--- config.mk ---
export PLATFORM = sky130hd
export DESIGN_NAME = bcd_div_sequencer
export DESIGN_NICKNAME = d
export VERILOG_FILES = /design/src/rtl/bcd_div_sequencer.sv
export SDC_FILE = /design/constraint.sdc
export NUM_CORES = 1
export LEC_CHECK = 0
export CORE_ASPECT_RATIO = 1.2
export CORE_MARGIN = 1
export CORE_UTILIZATION = 35
export DETAILED_ROUTE_END_ITERATION = 8
export PLACE_DENSITY = 0.62
export REMOVE_ABC_BUFFERS = 1
export SETUP_SLACK_MARGIN = 0.1
export SYNTH_ARGS = -nofsm -noshare
export SYNTH_HDL_FRONTEND = slang
export SYNTH_SLANG_ARGS = --single-unit
--- constraint.sdc ---
create_clock -name clk -period 7.3 [get_ports clk]
set_input_delay 0.73 -clock clk [delete_from_list [all_inputs] [get_ports clk]]
set_output_delay 0.73 -clock clk [all_outputs]
set_load 0.005 [all_outputs]
--- src/rtl/bcd_div_sequencer.sv ---
// Binary-to-BCD converter that time-multiplexes one external divide-by-10 unit across NDIG digits.
// Latency: per digit one divider request phase plus one release phase; no input backpressure (start is ignored while busy).
module bcd_div_sequencer #(
    parameter int NDIG      = 6,
    parameter int TIMEOUT   = 64,
    parameter int SKIP_ZERO = 1
) (
    input  logic                clk,
    input  logic                rst,
    input  logic                start,
    input  logic [31:0]         A,
    output logic [4*NDIG-1:0]   hex,
    output logic                busy,
    output logic                done,
    output logic                overflow,
    output logic                err,
    output logic                div_start,
    output logic [31:0]         div_dividend,
    output logic [31:0]         div_divisor,
    input  logic [31:0]         div_quotient,
    input  logic [31:0]         div_remainder,
    input  logic                div_done
);

    localparam logic [2:0] S_IDLE   = 3'd0;
    localparam logic [2:0] S_DIV    = 3'd1;
    localparam logic [2:0] S_CLR    = 3'd2;
    localparam logic [2:0] S_FINISH = 3'd3;
    localparam logic [2:0] S_ABORT  = 3'd4;

    localparam int IW = (NDIG > 1) ? $clog2(NDIG) : 1;
    localparam int TW = $clog2(TIMEOUT);
    localparam logic [IW-1:0] IDX_LAST = IW'(NDIG - 1);
    localparam logic [TW-1:0] T_LAST   = TW'(TIMEOUT - 1);

    logic [2:0]         state_q,   state_d;
    logic [31:0]        operand_q, operand_d;
    logic [IW-1:0]      idx_q,     idx_d;
    logic [TW-1:0]      tcnt_q,    tcnt_d;
    logic [4*NDIG-1:0]  shadow_q,  shadow_d;
    logic [4*NDIG-1:0]  hex_q,     hex_d;
    logic               ovf_q,     ovf_d;
    logic               err_q,     err_d;
    logic               skip;

    // Once the running quotient hits zero, the remaining digits are already zero in the shadow.
    assign skip = (SKIP_ZERO != 0) && (operand_q == 32'd0);

    always_comb begin
        state_d   = state_q;
        operand_d = operand_q;
        idx_d     = idx_q;
        tcnt_d    = tcnt_q;
        shadow_d  = shadow_q;
        hex_d     = hex_q;
        ovf_d     = ovf_q;
        err_d     = err_q;
        case (state_q)
            S_IDLE: begin
                if (start) begin
                    operand_d = A;
                    idx_d     = '0;
                    tcnt_d    = '0;
                    err_d     = 1'b0;
                    shadow_d  = '0;
                    state_d   = S_DIV;
                end
            end
            S_DIV: begin
                if (skip) begin
                    state_d = S_FINISH;
                end else if (div_done) begin
                    for (int i = 0; i < NDIG; i++) begin
                        if (idx_q == IW'(i)) begin
                            shadow_d[4*i +: 4] = div_remainder[3:0];
                        end
                    end
                    operand_d = div_quotient;
                    tcnt_d    = '0;
                    if (div_remainder > 32'd9) begin
                        err_d   = 1'b1;
                        state_d = S_ABORT;
                    end else begin
                        state_d = S_CLR;
                    end
                end else if (tcnt_q == T_LAST) begin
                    err_d   = 1'b1;
                    state_d = S_ABORT;
                end else begin
                    tcnt_d = tcnt_q + TW'(1);
                end
            end
            S_CLR: begin
                // Waiting for done to fall keeps a level-style divider from counting one result twice.
                if (!div_done) begin
                    if (idx_q == IDX_LAST) begin
                        state_d = S_FINISH;
                    end else begin
                        idx_d   = idx_q + IW'(1);
                        tcnt_d  = '0;
                        state_d = S_DIV;
                    end
                end else if (tcnt_q == T_LAST) begin
                    err_d   = 1'b1;
                    state_d = S_ABORT;
                end else begin
                    tcnt_d = tcnt_q + TW'(1);
                end
            end
            S_FINISH: begin
                hex_d   = shadow_q;
                ovf_d   = (operand_q != 32'd0);
                state_d = S_IDLE;
            end
            S_ABORT: begin
                state_d = S_IDLE;
            end
            default: begin
                state_d = S_IDLE;
            end
        endcase
    end

    always_ff @(posedge clk or posedge rst) begin
        if (rst) begin
            state_q   <= S_IDLE;
            operand_q <= '0;
            idx_q     <= '0;
            tcnt_q    <= '0;
            shadow_q  <= '0;
            hex_q     <= '0;
            ovf_q     <= 1'b0;
            err_q     <= 1'b0;
        end else begin
            state_q   <= state_d;
            operand_q <= operand_d;
            idx_q     <= idx_d;
            tcnt_q    <= tcnt_d;
            shadow_q  <= shadow_d;
            hex_q     <= hex_d;
            ovf_q     <= ovf_d;
            err_q     <= err_d;
        end
    end

    assign hex          = hex_q;
    assign overflow     = ovf_q;
    assign err          = err_q;
    assign busy         = (state_q != S_IDLE);
    assign done         = (state_q == S_FINISH) || (state_q == S_ABORT);
    assign div_start    = (state_q == S_DIV) && !skip;
    assign div_dividend = operand_q;
    assign div_divisor  = 32'd10;

endmodule

Word-level counts from Yosys, hierarchy flattened. Index checks and enable logic that the tools add are counted.

Shifts and indexed selects: 0. Muxes and demuxes: 40. Order comparisons: 1. Bitwise gates (word level): 0. Divide/modulo/power cells: 0. Add/sub/neg operators: 2. Reduce and logical (&&, ||, !) cells: 21. Eq/ne operators: 24. Multiply operators: 0.

Operators with widths (number): $mux W32 (3); $mux W24 (3); $pmux W32 S2 (1); $pmux W24 S2 (1); $mux W6 (6); $reduce_and A5 Y1 (7); $gt A32 B4 Y1 const B (1); $logic_not A32 Y1 (1); $reduce_bool A32 Y1 (1); $mux W3 (9); $mux W4 (6); $ne A2 B2 Y1 const B (12); $pmux W6 S3 (1); $eq A3 B2 Y1 const B (4); $reduce_and A4 Y1 (3); $eq A3 B3 Y1 const B (3); $pmux W3 S3 (1); $add A6 B1 Y6 const B (1); $eq A3 B1 Y1 const B (2); $eq A6 B6 Y1 const B (1); $logic_not A3 Y1 (2); $mux W1 (6); $ne A3 B3 Y1 const B (2); $pmux W3 S2 (1); 8 further kinds (10).

Logic and storage cells: 101. Register bits: 94. ROM bits: 0. Latch bits: 0. RAM bits: 0. Memories: 0.

Longest topological paths before layout. Gate-level depths: netlist of run 1.

Depth in word-level cells: 5. Gate-level depth with buffers: 9.

Least setup slack after synthesis of run 1. No wires, ideal clock.

Kind: input to register. Start: input port div_done. End: register tcnt_q[2]. Arrival: 1861 ps. Stages: 5. Data required time: 7144 ps. Slack: 5283 ps. Library setup time: 156 ps. Cell sequence: buf_4 a21oi_2 a21oi_1 o32ai_1 nor3_1.

Cells in the longest elaborated chain, start to end: 3. Elaborated cells on any way between the ends: 6. Those cells by class: 1 x eq/ne; 4 x mux; 1 x reduce/logical.

Ends and longest elaborated chain: start: declaration (line 22) `input logic div_done`; $mux W6 (line 72) `end else if (div_done) begin`; $mux W6 (line 70) `if (skip) begin`; $pmux W6 S3 (line 58) `case (state_q)`; end signal: assignment (line 138) `tcnt_q <= tcnt_d;`; end: declaration (line 39) `logic [TW-1:0] tcnt_q, tcnt_d;`.

Parallel ways exist; a longest one is shown, timed or not. The select of a mux whose other input is x is not followed. A chain may end at the register's enable or synchronous reset.

Final worst setup path of run 1.
Start: register operand_q[5] (netlist: div_dividend[5]). End: output port div_start.

Cells in the longest elaborated chain, start to end: 3.

Ends and longest elaborated chain: start: declaration (line 37) `logic [31:0] operand_q, operand_d;`; start signal: assignment (line 136) `operand_q <= operand_d;`; $logic_not A32 Y1 (line 47) `assign skip = (SKIP_ZERO != 0) && (operand_q == 32'd0);`; $logic_not A1 Y1 (line 151) `assign div_start = (state_q == S_DIV) && !skip;`; $logic_and A1 B1 Y1 (line 151); end: declaration (line 17) `output logic div_start,`.

Every way passes these cells.

==> impl_metrics.json, run 1 <==
{
  "cp.arrival_ps": 2400,
  "period_needed_ps": 3130,
  "syn2layout_area_growth_pct": 36.8,
  "drt-total-wl_um": 12400,
  "grt_antenna_before_repair": 0,
  "p_leak_uw": 0.00310,
  "holdCritPathClass": "reg -> reg",
  "clock-root-buffer": "clkbuf_16",
  "powerDensity_nw_per_um2": 285,
  "syn-cell-area_um2": 5020,
  "critical_path_class": "reg -> out",
  "async_reset_ff_share_pct": 100,
  "worst_pin_slew_ps": 1070,
  "viasPerCell": 4.95,
  "gp_congestion": 0.766,
  "synth_top_area_cell": "dfrtp_1",
  "critPathLaunchType": "register",
  "rsz0062_at_grt": "no",
  "synth-seq-cells": 94,
  "yosys_warnings": 0,
  "numCtsBuffers": 9,
  "drive_gt1_share_pct": 15.8,
  "dr.pass1.iters": 6,
  "clk_pin_slew_ps": 70,
  "slew_headroom_pct": 28.6,
  "route.detailed.drc": 21,
  "grt_max_degree": 68,
  "violations": "DRC",
  "drv_slew": 0,
  "drtIter0Drc": 136,
  "die_area_um2": 14800,
  "finClkSkew_ps": 8.77,
  "htreeDepth": 3,
  "routedWlPerCell_um": 15.9,
  "initial_core_util_pct": 36.2,
  "max_cap_viol_count": 0,
  "synth_edf_count": 0,
  "ys_seq_area_share_pct": 46.9,
  "hold_viol_final": 0,
  "multiInputGateArea_um2": 2310,
  "num-fill-cells": 1318,
  "synth_area_leaders": "dfrtp_1 (47%), mux2i_1 (11%), buf_4 (5.4%)",
  "place_hpwl_um": 9320,
  "coreArea_um2": 13900,
  "tns_ps": 0,
  "post_cts_buffers": 0,
  "cts_resized": 0,
  "syn_avg_cell_area_um2": 10.9,
  "status": "finished with violations",
  "peakVddDrop_uv": 155,
  "yosys-top-cells-count": "dfrtp_1 (94), mux2i_1 (53), nand3_1 (43), buf_4 (36), nand2_1 (36)",
  "ioPinCount": 193,
  "cp-end-kind": "primary output",
  "grt_pass1_vias": 4010,
  "num_rows": 47,
  "fin_nets": 709,
  "fmax_mhz": 320,
  "overflow": 0,
  "seq_area_um2": 2350,
  "setup_ws_ps": 4170,
  "pre_cts_slack_ps": 4070,
  "synth_top_area_share_pct": 46.9,
  "cts.sinks": 94,
  "setup_viol": 0,
  "route.vias.total": 3855,
  "clockBufferDepth": 2,
  "period_share_pct": 42.9,
  "synth.distinct_cells": 51,
  "synth_most_common_cell": "dfrtp_1",
  "antenna_cells": 0,
  "critical_path.max_fanout": 6,
  "synth_cells": 459,
  "die_h_um": 133,
  "ant_nets": 0,
  "cp.required_ps": 6570,
  "grt_first_pass_wirelength_um": 19800,
  "clk_latency_ps": 340,
  "cts_hold_buf": 0,
  "cts_tree": "done",
  "track_usage_pct": 17.0,
  "io_buffers": 160,
  "die_w_um": 111,
  "yosys_most_used_dff": "dfrtp_1"
}
routing by layer:
layer  wire length, um  track usage [%]
met1              4880             18.8
met2              6360             30.9
met3               883             4.41
met4               248             7.06
met5                 0                0
worst max-delay path, stage by stage, from the launching register on:
cell             delay, ps
dfrtp_1                400
nor4_2                 340
nand4_2                290
o21ai_0                400
inv_1                  140
clkdlybuf4s50_1        480
cells by family (layout without fill, tap and decap cells):
| kind of cell | after synthesis | after routing | share of synthesized area [%] |
|---|---|---|---|
| flip-flops | 94 | 94 | 46.9 |
| AND/OR/NAND/NOR | 133 | 133 | 14.9 |
| other | 2 | 32 | 0.150 |
| adder cells (fa/ha/maj) | 6 | 6 | 1.50 |
| buffers and inverters | 74 | 193 | 9.58 |
| AO/OA/AOI/OAI | 73 | 73 | 11.0 |
| multiplexers | 77 | 77 | 16.0 |
path summary, 6_finish.rpt:
path	start	to	slack, ps	cells past startpoint
max	div_dividend[5]	div_start	4170	5
min	shadow_q[13]	shadow_q[13]	500	2
max reg2reg	div_dividend[8]	div_dividend[19]	4370	5
min reg2reg	shadow_q[13]	shadow_q[13]	500	2
max in group asynchronous	rst	hex[12]	5390	3
min in group asynchronous	rst	div_dividend[6]	720	2
through the flow:
step	utilization [%]	hold slack [ps]	std cells	total power (uW)	cell area, um2
floorplan	-	465	429	1120	4710
global placement	47.3	490	763	1480	6560
detailed placement	47.3	492	763	1500	6560
CTS	49.5	506	779	1980	6870
global route	49.5	518	779	2070	6870
finish	49.5	497	779	1960	6870
cell usage in the layout (no fill, tap or decap), types with 2 or more instances in the layout:
cell	count
a22o_1	4
o21ai_0	16
a31oi_1	2
nor2b_1	2
conb_1	32
ha_1	6
clkinv_2	2
mux2i_1	53
buf_4	3
clkdlybuf4s50_1	160
nand4_1	3
nand3_1	43
nand3b_2	2
clkbuf_16	9
or2_1	3
nor3_1	6
or3_1	3
o2111ai_1	2
inv_1	11
o21ai_2	30
a211oi_1	2
nor3b_1	2
clkinvlp_4	2
nor4_2	7
mux2_2	24
nor2_1	8
inv_6	2
nand4_2	2
nor4_1	7
nand2_1	35
a21oi_1	7
dfrtp_1	94
where the power goes:
| part | internal (uW) | leakage [uW] | total (uW) | switching, uW |
|---|---|---|---|---|
| logic | 382 | 0.00170 | 740 | 358 |
| registers | 626 | 0.00125 | 738 | 112 |
| clock network | 277 | 0.000145 | 482 | 205 |
state kept, by name (all words and copies together) (netlist names):
signal	count
tcnt_q	6
err	1
hex	24
idx_q	3
shadow_q	24
div_dividend	32
state_q	3
overflow	1
area by class of cell:
cell class              instances  area share, %
repair buffers                163           23.7
clock inverters                 6          0.984
flip-flops and latches         94           34.3
clock buffers                  10           3.48
multi-input cells             321           33.6
well taps                     171           3.12
inverters                      14          0.857
(Power assumes the default switching activity.)
==> run 2, diff against run 1 <==
==> constraint.sdc (replaced) <==
create_clock -name clk -period 3.1 [get_ports clk]
set_input_delay 0.31 -clock clk [delete_from_list [all_inputs] [get_ports clk]]
set_output_delay 0.31 -clock clk [all_outputs]
set_load 0.005 [all_outputs]
==> impl_metrics.json, run 2 (synthesis results as in run 1) <==
{
  "overflow": 0,
  "grt_first_pass_wirelength_um": 20200,
  "critical_path_class": "reg -> out",
  "peakVddDrop_uv": 361,
  "die_area_um2": 14800,
  "viasPerCell": 5.02,
  "coreArea_um2": 13900,
  "clock-root-buffer": "clkbuf_16",
  "cts_tree": "done",
  "drt-total-wl_um": 12700,
  "cts_hold_buf": 0,
  "combPwrFrac_pct": 38.9,
  "crit_chain": "nor4_1 -> nand4_2 -> o21ai_0 -> inv_1 -> clkdlybuf4s50_1",
  "die_w_um": 111,
  "dr.pass1.iters": 8,
  "r2r-start": "state_q[1]",
  "route.detailed.drc": 18,
  "route.vias.total": 3933,
  "grt_antenna_before_repair": 0,
  "slew_headroom_pct": 41.6,
  "cts_resized": 0,
  "ioPinCount": 193,
  "die_h_um": 133,
  "holdCritPathClass": "in -> async",
  "grt_max_degree": 49,
  "layout_commonest_cell": "clkdlybuf4s50_1",
  "setup_ws_ps": 486,
  "cp.arrival_ps": 2300,
  "finClkSkew_ps": 7.29,
  "critPathLaunchType": "register",
  "worst_pin_slew_ps": 876,
  "syn2layout_area_growth_pct": 37.4,
  "ant_nets": 0,
  "timing.critical_path.from": "div_dividend[0]",
  "cp-end-kind": "primary output",
  "critical_path.max_fanout": 6,
  "post_cts_buffers": 0,
  "num-fill-cells": 1267,
  "internal_power_uw": 2970,
  "pre_cts_slack_ps": 597,
  "hold_viol_final": 0,
  "period_needed_ps": 2610,
  "drive_gt1_share_pct": 16.3,
  "clk_pin_slew_ps": 70,
  "gp_congestion": 0.817,
  "io_buffers": 160,
  "rsz0062_at_grt": "no",
  "setup_viol": 0,
  "powerDensity_nw_per_um2": 663,
  "track_usage_pct": 17.5,
  "largest_register_ffs": 32,
  "violations": "DRC",
  "clk_latency_ps": 340,
  "grt_pass1_vias": 3915,
  "numCtsBuffers": 9,
  "status": "finished with violations",
  "slowest_stage": "clkdlybuf4s50_1",
  "routedWlPerCell_um": 16.2,
  "pwr-share-seq_pct": 38.0,
  "fmax_mhz": 383,
  "antenna_cells": 0,
  "drv_slew": 0,
  "p_sw_uw": 1590,
  "most-common-layout-cells": "clkdlybuf4s50_1 (160), dfrtp_1 (94), mux2i_1 (53)",
  "power.share.clock_pct": 23.1,
  "place_hpwl_um": 9800,
  "max_cap_viol_count": 0,
  "cp.required_ps": 2790,
  "period_share_pct": 84.3,
  "num_rows": 47,
  "max_stage_delay_ps": 500,
  "p_sw_share_pct": 34.9,
  "fin_nets": 714,
  "htreeDepth": 3,
  "clockBufferDepth": 2,
  "worst_hold_slack_ps": 441,
  "drtIter0Drc": 124,
  "p_leak_uw": 0.00312,
  "initial_core_util_pct": 36.2,
  "cts.sinks": 94
}
[run 2: changes by cell type in the layout (fill, tap and decap cells not counted)]
cell	previous run	this run
buf_4	3	7
clkinvlp_4	2	0
inv_6	2	4
buf_12	0	1
bufinv_16	1	0
clkbuf_1	0	1
[run 2: worst max-delay path: cells and delay by family, from the launching register on]
kind / cells / cell delay [ps]
AO/OA/AOI/OAI: 1 / 350
AND/OR/NAND/NOR: 2 / 660
flip-flops: 1 / 400
buffers and inverters: 2 / 570
[run 2: power by group through the flow]
| stage | clock [uW] | combinational [uW] | sequential (uW) |
|---|---|---|---|
| floorplan | 0 | 923 | 1720 |
| global placement | 0 | 1780 | 1730 |
| detailed placement | 0 | 1810 | 1760 |
| CTS | 1090 | 1810 | 1730 |
| global route | 1140 | 1940 | 1780 |
| finish | 1050 | 1780 | 1730 |
[run 2: path summary, 6_finish.rpt]
kind	endpoint	slack, ps	cells past startpoint
setup / recovery	div_start	490	5
hold / removal	shadow_q[11]	440	2
setup reg to reg	shadow_q[15]	610	6
hold reg to reg	overflow	490	2
max in group asynchronous	div_dividend[19]	1970	3
min in group clk	overflow	490	2
[run 2: per-layer routing]
layer  vias up  part of all wire, %  track usage (%)
met4         0                 0.75             4.35
met1      1889                   39             20.3
met2       161                   53             31.8
met5         -                    0                0
li1       1875                    -                -
met3         8                  7.2             4.60
[run 2: through the flow]
step	cell area, um2	util (%)	std cells	setup TNS (ps)	power [uW]
after floorplan	4710	-	429	-21350	2640
after global placement	6610	47.6	768	0	3520
after detailed placement	6610	47.6	768	0	3560
after CTS	6890	49.7	784	0	4630
after global routing	6890	49.7	784	0	4860
final	6890	49.7	784	0	4570
[run 2: layout make-up]
class	count	area, um2	share of cell area [%]
Multi-Input combinational cell	321	2310	33.5
Tap cell	171	214	3.10
Sequential cell	94	2350	34.1
Timing Repair Buffer	168	1670	24.3
Clock inverter	5	40.0	0.581
Inverter	14	58.8	0.853
Clock buffer	11	243	3.52
